<file path="src/rtl/utopia_pkg.sv">
// Shared constants, read-FSM state type and header-check helper for the Utopia PHY cell source.
package utopia_pkg;

   localparam int         CELL_BYTES = 53;
   localparam int         HEC_IDX    = 4;
   localparam logic [7:0] HEC_COSET  = 8'h55;
   localparam int         IDX_W      = 6;

   typedef enum logic {IDLE, SEND} utopia_tx_state_e;

   // CRC-8, polynomial x^8+x^2+x+1, init 0, header bits taken MSB first.
   function automatic logic [7:0] hec_crc8(input logic [31:0] hdr);
      logic [7:0] crc;
      logic       fb;
      crc = '0;
      for (int i = 31; i >= 0; i--) begin
         fb  = crc[7] ^ hdr[i];
         crc = {crc[6:0], 1'b0} ^ (fb ? 8'h07 : 8'h00);
      end
      return crc;
   endfunction

endpackage

</file>
<file path="src/rtl/utopia_cell_buf.sv">
// Multi-slot cell store: slots fill and drain in strict FIFO order, one whole cell per slot.
module utopia_cell_buf
   import utopia_pkg::*;
#(
   parameter int CELLS = 2,
   parameter int CW    = $clog2(CELLS + 1)
) (
   input  logic             clk,
   input  logic             rst,
   input  logic             wr_en,
   input  logic [IDX_W-1:0] wr_idx,
   input  logic [7:0]       wr_data,
   input  logic             commit,
   input  logic [IDX_W-1:0] rd_idx,
   input  logic             free,
   output logic [7:0]       rd_data,
   output logic             cell_ready,
   output logic [CW-1:0]    committed_cnt
);

   localparam int SW    = (CELLS > 1) ? $clog2(CELLS) : 1;
   localparam int DEPTH = CELLS * CELL_BYTES;
   localparam int AW    = $clog2(DEPTH);

   logic [7:0]    mem [DEPTH];
   logic [SW-1:0] wr_slot;
   logic [SW-1:0] rd_slot;
   logic [CW-1:0] count;
   logic [CW-1:0] count_next;
   logic [AW-1:0] wr_addr;
   logic [AW-1:0] rd_addr;

   function automatic logic [SW-1:0] slot_inc(input logic [SW-1:0] s);
      return (int'(s) == CELLS - 1) ? '0 : s + 1'b1;
   endfunction

   assign wr_addr       = AW'(int'(wr_slot) * CELL_BYTES + int'(wr_idx));
   assign rd_addr       = AW'(int'(rd_slot) * CELL_BYTES + int'(rd_idx));
   assign rd_data       = mem[rd_addr];
   assign committed_cnt = count;

   // count covers every committed slot, including the one being read out.
   always_comb begin
      count_next = count;
      case ({commit, free})
         2'b10:   count_next = count + 1'b1;
         2'b01:   count_next = count - 1'b1;
         default: count_next = count;
      endcase
   end

   always_ff @(posedge clk) begin
      if (wr_en) mem[wr_addr] <= wr_data;
   end

   always_ff @(posedge clk or negedge rst) begin
      if (!rst) begin
         wr_slot    <= '0;
         rd_slot    <= '0;
         count      <= '0;
         cell_ready <= 1'b0;
      end else begin
         count      <= count_next;
         cell_ready <= (count_next < CW'(CELLS));
         if (commit) wr_slot <= slot_inc(wr_slot);
         if (free)   rd_slot <= slot_inc(rd_slot);
      end
   end

endmodule

</file>
<file path="src/rtl/utopia_phy_tx.sv">
// Utopia Level 1 PHY-side cell source: frames an upstream byte stream into cells and plays them out.
// Build option UTOPIA_HEC_GEN_EN regenerates header byte 4 (HEC) at write time.
module utopia_phy_tx
   import utopia_pkg::*;
#(
   parameter int CELLS  = 2,
   parameter int DROP_W = 8
) (
   input  logic              clk,
   input  logic              rst,
   input  logic [7:0]        cell_data,
   input  logic              cell_valid,
   input  logic              cell_sop,
   output logic              cell_ready,
   output logic [7:0]        Rx_data,
   output logic              Rx_soc,
   input  logic              Rx_en,
   output logic              Rx_clav,
   output logic [DROP_W-1:0] drop_cnt,
   output utopia_tx_state_e  dbg_state
);

   localparam int               CW   = $clog2(CELLS + 1);
   localparam logic [IDX_W-1:0] LAST = IDX_W'(CELL_BYTES - 1);

   // Upstream handshake: a byte transfers on every rising edge where cell_valid and
   // cell_ready are both high; cell_valid never waits on cell_ready.
   logic             accept;
   logic             in_cell;
   logic [IDX_W-1:0] wr_idx;
   logic [IDX_W-1:0] wr_pos;
   logic             wr_en;
   logic             commit;
   logic             drop;
   logic [7:0]       wr_byte;

   utopia_tx_state_e state;
   logic [IDX_W-1:0] rd_idx;
   logic [7:0]       rd_data;
   logic             launch;
   logic             free;
   logic             next_send;
   logic [CW-1:0]    busy;
   logic             clav_next;
   logic [CW-1:0]    committed_cnt;

   assign accept = cell_valid && cell_ready;
   assign wr_pos = cell_sop ? '0 : wr_idx;
   assign wr_en  = accept && (cell_sop || in_cell);
   assign commit = accept && !cell_sop && in_cell && (wr_idx == LAST);
   assign drop   = accept && cell_sop && in_cell;

`ifdef UTOPIA_HEC_GEN_EN
   logic [31:0] hdr;

   // Only the last four header bytes survive in the shift register when byte 4 arrives.
   always_ff @(posedge clk or negedge rst) begin
      if (!rst) begin
         hdr <= '0;
      end else if (wr_en && (wr_pos < IDX_W'(HEC_IDX))) begin
         hdr <= {hdr[23:0], cell_data};
      end
   end

   assign wr_byte = (wr_pos == IDX_W'(HEC_IDX)) ? (hec_crc8(hdr) ^ HEC_COSET) : cell_data;
`else
   assign wr_byte = cell_data;
`endif

   always_ff @(posedge clk or negedge rst) begin
      if (!rst) begin
         in_cell  <= 1'b0;
         wr_idx   <= '0;
         drop_cnt <= '0;
      end else if (accept) begin
         if (cell_sop) begin
            in_cell <= 1'b1;
            wr_idx  <= IDX_W'(1);
            if (drop && (drop_cnt != {DROP_W{1'b1}})) drop_cnt <= drop_cnt + 1'b1;
         end else if (in_cell) begin
            if (wr_idx == LAST) begin
               in_cell <= 1'b0;
               wr_idx  <= '0;
            end else begin
               wr_idx <= wr_idx + 1'b1;
            end
         end
      end
   end

   utopia_cell_buf #(.CELLS(CELLS), .CW(CW)) u_buf (
      .clk           (clk),
      .rst           (rst),
      .wr_en         (wr_en),
      .wr_idx        (wr_pos),
      .wr_data       (wr_byte),
      .commit        (commit),
      .rd_idx        (rd_idx),
      .free          (free),
      .rd_data       (rd_data),
      .cell_ready    (cell_ready),
      .committed_cnt (committed_cnt)
   );

   assign launch    = (state == IDLE) && !Rx_en && Rx_clav;
   assign free      = (state == SEND) && !Rx_en && (rd_idx == LAST);
   assign next_send = (state == IDLE) ? launch : !free;

   // Clav counts committed cells not yet started; a commit on this edge shows up one edge later.
   assign busy      = CW'(free) + CW'(next_send);
   assign clav_next = (committed_cnt != busy);

   always_ff @(posedge clk or negedge rst) begin
      if (!rst) begin
         state   <= IDLE;
         rd_idx  <= '0;
         Rx_data <= '0;
         Rx_soc  <= 1'b0;
         Rx_clav <= 1'b0;
      end else begin
         Rx_clav <= clav_next;
         Rx_soc  <= 1'b0;
         case (state)
            IDLE: begin
               if (launch) begin
                  Rx_data <= rd_data;
                  Rx_soc  <= 1'b1;
                  rd_idx  <= IDX_W'(1);
                  state   <= SEND;
               end
            end
            SEND: begin
               if (!Rx_en) begin
                  Rx_data <= rd_data;
                  if (rd_idx == LAST) begin
                     rd_idx <= '0;
                     state  <= IDLE;
                  end else begin
                     rd_idx <= rd_idx + 1'b1;
                  end
               end
            end
            default: state <= IDLE;
         endcase
      end
   end

   assign dbg_state = state;

endmodule

</file>
<file path="config.mk">
export PLATFORM = sky130hd
export DESIGN_NAME = utopia_phy_tx
export DESIGN_NICKNAME = d
export VERILOG_FILES = /design/src/rtl/utopia_pkg.sv /design/src/rtl/utopia_cell_buf.sv /design/src/rtl/utopia_phy_tx.sv
export SDC_FILE = /design/constraint.sdc
export NUM_CORES = 1
export LEC_CHECK = 0
export ABC_CLOCK_PERIOD_IN_PS = 3600
export BUFFER_PORTS_ARGS = -buffer_cell sky130_fd_sc_hd__buf_2
export CORE_ASPECT_RATIO = 2
export CORE_UTILIZATION = 50
export DETAILED_ROUTE_END_ITERATION = 10
export GPL_ROUTABILITY_DRIVEN = 0
export GPL_TIMING_DRIVEN = 0
export PLACE_DENSITY = 0.65
export SLEW_MARGIN = 20
export SYNTH_ARGS = -nofsm -noshare
export SYNTH_HDL_FRONTEND = slang
export SYNTH_SLANG_ARGS = --single-unit
export TNS_END_PERCENT = 30
</file>
<file path="constraint.sdc">
create_clock -name clk -period 3.6 [get_ports clk]
set_input_delay 0 -clock clk [delete_from_list [all_inputs] [get_ports clk]]
set_output_delay 0 -clock clk [all_outputs]
set_load 0.02 [all_outputs]
</file>
# Yosys cells after proc, flatten, opt, wreduce, memory -nomap -nowiden
# Memory sizes are Yosys's and may differ from the RTL's.
# Index checks and enable logic that the tools add are counted.
# totals
regBits	37
latchBits	0
ramBits	848
romBits	0
in_bits	13
output_inout_bits	20
elab_cells	80
mem_count	1
# memory_table
name	depth	width	rd	rd_ports_with_merged_regs	write_ports	line_no	rtl
u_buf.mem	106	8	1	0	1	utopia_cell_buf.sv:25	logic [7:0] mem [DEPTH];
# op_classes
n_addsub	10
n_mul	2
div	0
order_cmp	1
n_eq_ne	8
shift	0
muxes	25
n_bitwise	1
reduce_logical	20
# ops
op	count
two-way mux 6 bit	7
two-way mux 8 bit	2
one-hot mux 8 bit (2 select lines)	1
adder 7 bit	2
multiplier 1 x 6 -> 7 bit (second input constant)	2
adder 6 x 1 -> 6 bit (second input constant)	2
equality test 6 bit (second input constant)	2
logical AND 1 bit	12
two-way mux 1 bit	12
one-hot mux 6 bit (2 select lines)	1
adder 8 x 1 -> 8 bit (second input constant)	1
inequality test 8 bit (second input constant)	1
inequality test 2 bit (second input constant)	2
one-hot mux 2 bit (2 select lines)	1
AND reduction 2 bit	2
zero test 1 bit	3
AND reduction 3 bit	1
adder 1 bit (second input constant)	2
adder 1 x 1 -> 2 bit	1
adder 2 x 1 -> 2 bit (second input constant)	1
equality test 2 x 1 -> 1 bit (second input constant)	1
equality test 2 bit (second input constant)	1
less-than comparator 2 bit (second input constant)	1
inequality test 2 bit	1
5 further kinds	5

# Depth between registers and ports, before layout
# Gate-level depths: netlist of run 1.
# depth
depth_word	7
mapped_depth	12

# By module
# From an unflattened synthesis of run 1, not the netlist that was laid out.
# unflattened
cells_unflattened	1860
hier_area_um2	35240.0
# by_module_without_submodules
module	n_inst	cells_per_inst	area_each_um2	seq_area_each_um2
utopia_cell_buf	1	1691	33613.5	25589.5
utopia_phy_tx	1	169	1626.6	800.8

# Worst setup path after synthesis of run 1
# No wires, ideal clock.
# synth_path
path_kind	flip-flop to flip-flop
from	register wr_idx[2]
to	memory u_buf.mem[0][0], enable pin
t_arrival_ns	2.682
required_time_ns	3.230
setup_slack_ns	0.547
stages_incl_launch_ff	9
path_cell_list	dfrtp_1 nor2b_1 ha_1 and3_1 o2111ai_1 a21oi_1 a2111oi_1 nand2_1 nor2_1
# synth_between
elab_chain_cells	2
# synth_lines
item	line_no	rtl
start: declaration	utopia_phy_tx.sv:30	logic [IDX_W-1:0] wr_idx;
start signal: assignment	utopia_phy_tx.sv:85	wr_idx <= wr_idx + 1'b1;
two-way mux 6 bit	utopia_phy_tx.sv:48	assign wr_pos = cell_sop ? '0 : wr_idx;
adder 7 bit	utopia_cell_buf.sv:37	assign wr_addr = AW'(int'(wr_slot) * CELL_BYTES + int'(wr_idx));
end: declaration	utopia_cell_buf.sv:25	
# Every way passes these cells.

# Worst setup path after layout of run 1
# layout_path
from	register u_buf.rd_slot
to	register Rx_data[6]
# layout_between
elab_chain_cells	5
word_cells_on_any_way	6
# layout_lines
item	line_no	rtl
start: declaration	utopia_cell_buf.sv:27	logic [SW-1:0] rd_slot;
start signal: assignment	utopia_cell_buf.sv:66	if (free) rd_slot <= slot_inc(rd_slot);
multiplier 1 x 6 -> 7 bit *	utopia_cell_buf.sv:38	assign rd_addr = AW'(int'(rd_slot) * CELL_BYTES + int'(rd_idx));
adder 7 bit *	utopia_cell_buf.sv:38	
memory (106 x 8 bit) *	-	
two-way mux 8 bit (on tied branches)	utopia_phy_tx.sv:133, utopia_phy_tx.sv:125	
one-hot mux 8 bit (2 select lines) *	utopia_phy_tx.sv:123	case (state)
end signal: assignment	utopia_phy_tx.sv:126	Rx_data <= rd_data;
end signal: assignment	utopia_phy_tx.sv:134	Rx_data <= rd_data;
end: declaration	utopia_phy_tx.sv:15	output logic [7:0] Rx_data,
# Mark *: on every way between the ends. The rest lies on a longest branch, timed or not. The select of a mux whose other input is x is not followed.
# A chain may end at the register's enable or synchronous reset.

==> results.py, run 1 <==
metrics = {
    "detailed_routing": {
        "drt_first_iter_violations": 1746,
        "post_drt_via_cell_ratio": 6.137,
        "drt-pass1-iter-count": 8,
        "drc_errors": 0,
        "detailroute.via_count": 19110,
        "drt-wirelength-per-cell_um": 30.33,
        "drt.antenna.violating_nets": 0,
        "total_wire_length_after_detailed_routing_um": 94410,
    },
    "yosys": {
        "syn_avg_cell_area_sq_um": 17.48,
        "synth_fp_nets": 2049,
        "netlist.top_cell.by_area": "sky130_fd_sc_hd__edfxtp_1",
        "synth.lib_cells_used.distinct": 59,
        "netlist_area_sq_um": 35290,
        "synth_top_area_share_pct": 72.16,
        "most_instantiated_flip_flop_cell_in_the_synthesis_netlist": "sky130_fd_sc_hd__edfxtp_1",
        "synth_warnings": 0,
        "synth.top_cells.by_area": "sky130_fd_sc_hd__edfxtp_1 72%, sky130_fd_sc_hd__mux2i_1 7.5%, sky130_fd_sc_hd__mux4_2 5.1%, sky130_fd_sc_hd__a22oi_1 2.7%, sky130_fd_sc_hd__dfrtp_1 2.6%",
        "yosysSeqAreaShare_pct": 74.79,
        "synth_cells": 2019,
        "synth-edff-count": 848,
        "ys_async_sr_fraction_pct": 4.181,
        "yosys_register_bits": 885,
    },
    "critical_path": {
        "worstSetupEndpointType": "register",
        "critical_r2r_capture": "Rx_data[6]$_DFFE_PN0P_",
        "path_cells": "ha_1 -> buf_2 -> buf_4 -> nor2_4 -> clkbuf_1 -> a22oi_1 -> a21oi_1 -> nor4_1 -> o221ai_1 -> a21oi_1",
        "worst_setup_sp_type": "register",
        "critPathMostFrequentCell": "sky130_fd_sc_hd__a21oi_1",
        "critPathTopFamily": "buffers and inverters",
        "regToRegStartpoint": "u_buf.rd_slot$_DFFE_PN0P_",
        "critical-path-max-stage-delay_ns": 0.63,
        "critPathRequiredTime_ns": 4.09,
        "setup.worst_path.class": "register to register",
        "timing.critical_path.depth": 10,
        "worstPathArrival_ns": 4.15,
        "critical-path-slowest-cell": "sky130_fd_sc_hd__clkbuf_1",
        "largest_fanout_on_the_critical_path": 10,
        "worst-path-buf-inv": 3,
        "regToRegSetupSlack_ns": -0.06,
        "r2r_cells": 10,
    },
    "sta": {
        "drv_slew": 0,
        "min_period_over_period_pct": 101.6,
        "setup_viol_count_final": 9,
        "rsz_0062_raised_after_global_routing": "yes",
        "final-hold-violation-count": 0,
        "tightest_slew_ns": 0.9600,
        "worst_slew_margin_rel_pct": 36.00,
        "min_period_ns": 3.658,
        "finalWorstSetupSlack_ns": -0.05815,
        "final.setup_skew_ns": 0.02734,
        "max_freq_ghz": 0.2734,
    },
    "floorplan": {
        "die_h_um": 377.7,
        "dieWidth_um": 189.9,
        "pin_count": 33,
        "floorplan.rows": 137,
        "area_of_the_die_sq_um": 71710,
        "area_of_the_core_sq_um": 69770,
        "starting_density_of_the_core_pct": 50.58,
    },
    "layout": {
        "finish.net_count": 2181,
        "mostFrequentLayoutCell": "sky130_fd_sc_hd__edfxtp_1",
        "num-fill-cells": 5158,
        "layout_cell_share_with_drive_strength_beyond_1_pct": 21.60,
        "final_cell_mix": "848 x sky130_fd_sc_hd__edfxtp_1, 265 x sky130_fd_sc_hd__mux2i_1, 125 x sky130_fd_sc_hd__a22oi_1, 95 x sky130_fd_sc_hd__nand2_1, 80 x sky130_fd_sc_hd__mux4_2",
        "synthToLayoutAreaGrowth_pct": 14.02,
        "final_core_utilization_pct": 57.67,
    },
    "clock_network": {
        "clk_pin_slew_ns": 0.07,
        "tritoncts_clock_tree": "done",
        "htree_num_levels": 3,
        "cts_root_buf": "sky130_fd_sc_hd__clkbuf_16",
        "clock_tree.buffer_depth": 3,
        "cts_made_buffers": 72,
        "insertion_delay_ns": 0.64,
        "cts_sinks": 885,
    },
    "global_routing": {
        "grt_first_pass_wirelength_um": 134300,
        "initial_antenna_violation_count": 1,
        "pin_count_of_the_biggest_net_entering_global_routing": 87,
        "groute.usage.overall_pct": 26.89,
        "grt-ovfl-total": 0,
        "grt_pass1_vias": 19850,
    },
    "placed_design": {
        "detailed_place_hpwl_um": 65460,
        "port_buffers": 32,
    },
    "pwr": {
        "share_comb_of_total_power_pct": 4.5,
        "finalPower_uw": 20170,
        "switchingPower_uw": 4305,
        "p_leak_uw": 0.01332,
        "total_power_divided_by_cell_area_nw_per_um2": 501.2,
        "p_clk_share_pct": 39.1,
        "ir_drop_mv": 0.3728,
        "cell_internal_pwr_uw": 15860,
        "power.switching_fraction_pct": 21.35,
        "seq_power_share_pct": 56.4,
    },
    "outcome": {
        "run_status": "finished, violations left",
        "failed_checks": "setup timing",
    },
    "flow_run": {
        "drv.max_cap_violation_count": 0,
    },
    "worst_hold_path": {
        "hold_path_class": "input port to async pin",
    },
}
[per-stage QoR]
step | hold WS [ns] | setup WS, ns | TNS [ns] | area (sq um) | std cells
5_1_grt | 0.1247 | -0.1733 | -44.14 | 40230 | 3111
2_1_floorplan | -0.2956 | 0.5475 | 0 | 35290 | 2019
4_1_cts | 0.05163 | -0.1065 | -10.50 | 39870 | 3109
3_5_place_dp | 0.1914 | -0.7949 | -366.35 | 36840 | 2962
3_3_place_gp | 0.1821 | -0.9929 | -404.22 | 36580 | 2954
6_report | 0.06150 | -0.05815 | -0.5105 | 40230 | 3113
[cells in the mapped netlist (14+ instances only)]
cell type,count
sky130_fd_sc_hd__a21oi_1,84
sky130_fd_sc_hd__a22oi_1,128
sky130_fd_sc_hd__buf_2,55
sky130_fd_sc_hd__clkbuf_1,42
sky130_fd_sc_hd__dfrtp_1,37
sky130_fd_sc_hd__edfxtp_1,848
sky130_fd_sc_hd__ha_1,17
sky130_fd_sc_hd__mux2i_1,266
sky130_fd_sc_hd__mux4_2,80
sky130_fd_sc_hd__nand2_1,107
sky130_fd_sc_hd__nand3_1,32
sky130_fd_sc_hd__nor2_1,133
sky130_fd_sc_hd__nor4_1,16
sky130_fd_sc_hd__o21ai_0,26
sky130_fd_sc_hd__xnor2_1,14
[routing by layer]
metal | share of wire [%] | GRT usage (%) | up-vias | wire length, um
li1 | - | - | 8316 | -
met1 | 33 | 27.73 | 9792 | 30960
met2 | 55 | 48.89 | 759 | 51510
met3 | 5.2 | 4.487 | 239 | 4872
met4 | 7.5 | 18.82 | 0 | 7070
met5 | 0 | 0 | - | 0
[worst max-delay path by stage]
stage	slack (ns)	startpoint	endpoint
after detailed placement	-0.79	cell_sop	u_buf.mem[75][2]$_DFFE_PP_
after global placement	-0.99	wr_idx[2]$_DFFE_PN0P_	u_buf.mem[22][3]$_DFFE_PP_
after CTS	-0.11	wr_idx[2]$_DFFE_PN0P_	u_buf.mem[9][4]$_DFFE_PP_
after global routing	-0.17	wr_idx[2]$_DFFE_PN0P_	u_buf.mem[1][6]$_DFFE_PP_
after floorplan	0.55	wr_idx[2]$_DFFE_PN0P_	u_buf.mem[0][0]$_DFFE_PP_
final	-0.06	u_buf.rd_slot$_DFFE_PN0P_	Rx_data[6]$_DFFE_PN0P_
[cell type report]
cell class              instances  area, sq um  share of cell area [%]
inverters                      13        48.80                  0.1213
repair buffers                 59        578.1                   1.437
flip-flops and latches        885        26390                   65.59
multi-input cells            1017         9254                   23.00
clock inverters                41        392.9                  0.9765
clock buffers                  90         1891                   4.699
plain buffers                 103        545.5                   1.356
diodes                          2        5.005                 0.01244
well taps                     903         1130                   2.808
[logic make-up after synthesis]
group                      synth area share (%)
DFF                                       74.79
muxes                                     12.87
xor gates and xnor gates                 0.5744
and+or+nand+nor                           4.063
adders and majority gates                0.6028
buffers and inverters                     1.454
AOI/OAI and AO/OA                         5.645
[worst register-to-register path, delay by kind of cell (launching register included)]
kind / cells / cell delay [ns]
DFF: 1 / 0.46
and+or+nand+nor: 2 / 0.56
adders and majority gates: 1 / 0.36
buffers and inverters: 3 / 1.14
AOI/OAI and AO/OA: 4 / 0.99
[repair_timing]
| action | 4_1_cts | 5_1_grt |
|---|---|---|
| pin swaps | 5 | 0 |
| endpoints found under the setup margin | 776 | 540 |
| hold buffers | 11 | 0 |
| resized for setup | 183 | 94 |
| hold endpoints to repair | 369 | 0 |
| setup buffers | 5 | 3 |
[state kept, by name, indices dropped and copies added, names as in the netlist, 2 cells and up]
signal	count
Rx_data	8
drop_cnt	8
rd_idx	6
u_buf.committed_cnt	2
u_buf.mem	848
wr_idx	6
[power by group through the flow]
| stage | Combinational (uW) | Sequential, uW | Clock (uW) |
|---|---|---|---|
| final | 914 | 11400 | 7880 |
| after CTS | 899 | 11400 | 7940 |
| after floorplan | 369 | 11600 | 0 |
| after global routing | 952 | 11400 | 8280 |
| after global placement | 805 | 11600 | 0 |
| after detailed placement | 865 | 11600 | 0 |
Note: power is estimated with default switching activity, not from simulation.
==> run 2, diff against run 1 <==
--- a/config.mk
+++ b/config.mk
@@ -5,7 +5,7 @@
 export SDC_FILE = /design/constraint.sdc
 export NUM_CORES = 1
 export LEC_CHECK = 0
-export ABC_CLOCK_PERIOD_IN_PS = 3600
+export ABC_CLOCK_PERIOD_IN_PS = 4100
 export BUFFER_PORTS_ARGS = -buffer_cell sky130_fd_sc_hd__buf_2
 export CORE_ASPECT_RATIO = 2
 export CORE_UTILIZATION = 50
==> constraint.sdc (replaced) <==
create_clock -name clk -period 4.1 [get_ports clk]
set_input_delay 0 -clock clk [delete_from_list [all_inputs] [get_ports clk]]
set_output_delay 0 -clock clk [all_outputs]
set_load 0.02 [all_outputs]
==> results.py, run 2 (synthesis gave the netlist of run 1 again) <==
metrics = {
    "detailed_routing": {
        "detailroute.via_count": 19010,
        "drt-wirelength-per-cell_um": 30.24,
        "total_wire_length_after_detailed_routing_um": 93870,
        "drt.antenna.violating_nets": 0,
        "drt_first_iter_violations": 1945,
        "drc_errors": 0,
        "drt-pass1-iter-count": 6,
        "post_drt_via_cell_ratio": 6.123,
    },
    "layout": {
        "final_core_utilization_pct": 56.61,
        "num-fill-cells": 5252,
        "max_flop_register": "u_buf.mem",
        "final_cell_mix": "848 x sky130_fd_sc_hd__edfxtp_1, 266 x sky130_fd_sc_hd__mux2i_1, 128 x sky130_fd_sc_hd__a22oi_1, 103 x sky130_fd_sc_hd__nand2_1, 82 x sky130_fd_sc_hd__a21oi_1",
        "antenna_cells": 0,
        "layout_cell_share_with_drive_strength_beyond_1_pct": 17.13,
        "mostFrequentLayoutCell": "sky130_fd_sc_hd__edfxtp_1",
        "largest_register_ffs": 848,
        "finish.net_count": 2174,
        "synthToLayoutAreaGrowth_pct": 11.93,
        "largest_regs": "u_buf.mem: 848 flops, Rx_data: 8 flops, drop_cnt: 8 flops",
    },
    "clock_network": {
        "post-cts-setup-buffer-count": 0,
        "clock_tree.buffer_depth": 3,
        "cts_root_buf": "sky130_fd_sc_hd__clkbuf_16",
        "htree_num_levels": 3,
        "tritoncts_clock_tree": "done",
        "insertion_delay_ns": 0.65,
        "cts_sinks": 885,
        "clk_pin_slew_ns": 0.07,
        "cts_made_buffers": 72,
    },
    "critical_path": {
        "critPathRequiredTime_ns": 4.37,
        "regToRegSetupSlack_ns": -0.05,
        "largest_fanout_on_the_critical_path": 8,
        "worst_setup_sp_type": "register",
        "worstSetupEndpointType": "register",
        "worstPathArrival_ns": 4.42,
        "setup.worst_path.class": "register to register",
    },
    "pwr": {
        "power.switching_fraction_pct": 21.21,
        "share_comb_of_total_power_pct": 4.4,
        "ir_drop_mv": 0.3322,
        "switchingPower_uw": 3746,
        "p_leak_uw": 0.01316,
        "p_clk_share_pct": 39.1,
        "seq_power_share_pct": 56.5,
        "cell_internal_pwr_uw": 13920,
        "total_power_divided_by_cell_area_nw_per_um2": 447.2,
    },
    "sta": {
        "rsz_0062_raised_after_global_routing": "yes",
        "final-hold-violation-count": 0,
        "min_period_ns": 4.151,
        "worst_slew_margin_rel_pct": 27.80,
        "drv_slew": 0,
        "final.setup_skew_ns": 0.02550,
        "max_freq_ghz": 0.2409,
        "setup_viol_count_final": 39,
        "tightest_slew_ns": 1.083,
        "finalWorstSetupSlack_ns": -0.05114,
        "min_period_over_period_pct": 101.2,
    },
    "floorplan": {
        "area_of_the_core_sq_um": 69770,
        "dieWidth_um": 189.9,
        "starting_density_of_the_core_pct": 50.58,
        "die_h_um": 377.7,
        "floorplan.rows": 137,
        "pin_count": 33,
        "area_of_the_die_sq_um": 71710,
    },
    "global_routing": {
        "grt_pass1_vias": 19780,
        "groute.usage.overall_pct": 26.77,
        "grt_first_pass_wirelength_um": 133800,
        "pin_count_of_the_biggest_net_entering_global_routing": 87,
        "grt-ovfl-total": 0,
        "initial_antenna_violation_count": 1,
    },
    "outcome": {
        "failed_checks": "setup timing",
        "run_status": "finished, violations left",
    },
    "flow_run": {
        "drv.max_cap_violation_count": 0,
    },
    "placed_design": {
        "preCtsSetupSlack_ns": -0.2949,
        "detailed_place_hpwl_um": 65460,
        "port_buffers": 32,
    },
    "worst_hold_path": {
        "hold_path_class": "input port to async pin",
    },
}
run 2: changes by cell type in the layout (fill, tap and decap cells not counted), moves of 7 or more:
cell	delta
sky130_fd_sc_hd__a21oi_1	+14
sky130_fd_sc_hd__a21oi_2	-11
sky130_fd_sc_hd__buf_2	+13
sky130_fd_sc_hd__buf_4	-17
sky130_fd_sc_hd__clkbuf_1	+20
sky130_fd_sc_hd__clkbuf_2	-14
sky130_fd_sc_hd__clkbuf_4	-8
sky130_fd_sc_hd__nand2_1	+8
sky130_fd_sc_hd__nand2_2	-7
sky130_fd_sc_hd__nor2_1	+39
sky130_fd_sc_hd__nor2_2	+22
sky130_fd_sc_hd__nor2_4	-61
run 2: per-layer routing:
layer / vias to the layer above / global-route usage, % / part of all wire, %
met5: - / 0 / 0
met4: 0 / 18.62 / 7.4
met3: 243 / 4.125 / 5.2
met2: 712 / 48.82 / 55
met1: 9772 / 27.78 / 33
li1: 8278 / - / -
run 2: final timing paths:
path,to,from,cells after the start
worst max-delay path,u_buf.mem[23][2]$_DFFE_PP_,wr_idx[2]$_DFFE_PN0P_,8
worst min-delay path,drop_cnt[5]$_DFFE_PN0P_,rst,2
worst max register to register,u_buf.mem[23][2]$_DFFE_PP_,wr_idx[2]$_DFFE_PN0P_,8
worst min register to register,drop_cnt[5]$_DFFE_PN0P_,drop_cnt[5]$_DFFE_PN0P_,1
max in group asynchronous,Rx_data[2]$_DFFE_PN0P_,rst,2
min in group clk,in_cell$_DFFE_PN0N_,cell_sop,5
run 2: through the flow:
stage	total power (uW)	cell area [sq um]	cells	setup TNS, ns	hold WS [ns]
2_1_floorplan	10530	35290	2019	0	-0.2956
3_3_place_gp	10900	36580	2954	-102.92	0.1821
3_5_place_dp	10940	36840	2962	-30.17	0.1914
4_1_cts	17730	39290	3104	-24.98	0.05163
5_1_grt	18070	39500	3104	-46.96	0.1246
6_report	17660	39500	3104	-0.8572	0.05848
run 2: critical path, cell delays in order, from the launching register on:
cell,delay [ns]
sky130_fd_sc_hd__dfrtp_1,0.45
sky130_fd_sc_hd__nor2b_1,0.16
sky130_fd_sc_hd__ha_1,0.33
sky130_fd_sc_hd__and3_1,0.22
sky130_fd_sc_hd__o2111ai_1,0.46
sky130_fd_sc_hd__a21oi_1,0.11
sky130_fd_sc_hd__a2111oi_2,0.77
sky130_fd_sc_hd__nand2_1,0.54
sky130_fd_sc_hd__nor2_1,0.75
run 2: timing repair:
item	in CTS	in global routing
hold buffers	11	0
setup endpoints to repair	325	771
gates resized for setup	15	70
endpoints found under the hold margin	369	0
run 2: area by class of cell:
cell class | instances | area [sq um] | area share (%)
Inverter | 13 | 48.80 | 0.1235
Multi-Input combinational cell | 1017 | 8650 | 21.90
Timing Repair Buffer | 51 | 518.0 | 1.311
Sequential cell | 885 | 26390 | 66.82
Buffer | 104 | 476.7 | 1.207
Tap cell | 903 | 1130 | 2.861
Clock buffer | 90 | 1891 | 4.787
Clock inverter | 41 | 392.9 | 0.9947
run 2: power groups by stage:
stage | clock [uW] | combinational, uW | sequential, uW
4_1_cts | 6970 | 771 | 9980
5_1_grt | 7270 | 809 | 9990
6_report | 6900 | 776 | 9990
3_3_place_gp | 0 | 707 | 10200
2_1_floorplan | 0 | 324 | 10200
3_5_place_dp | 0 | 760 | 10200
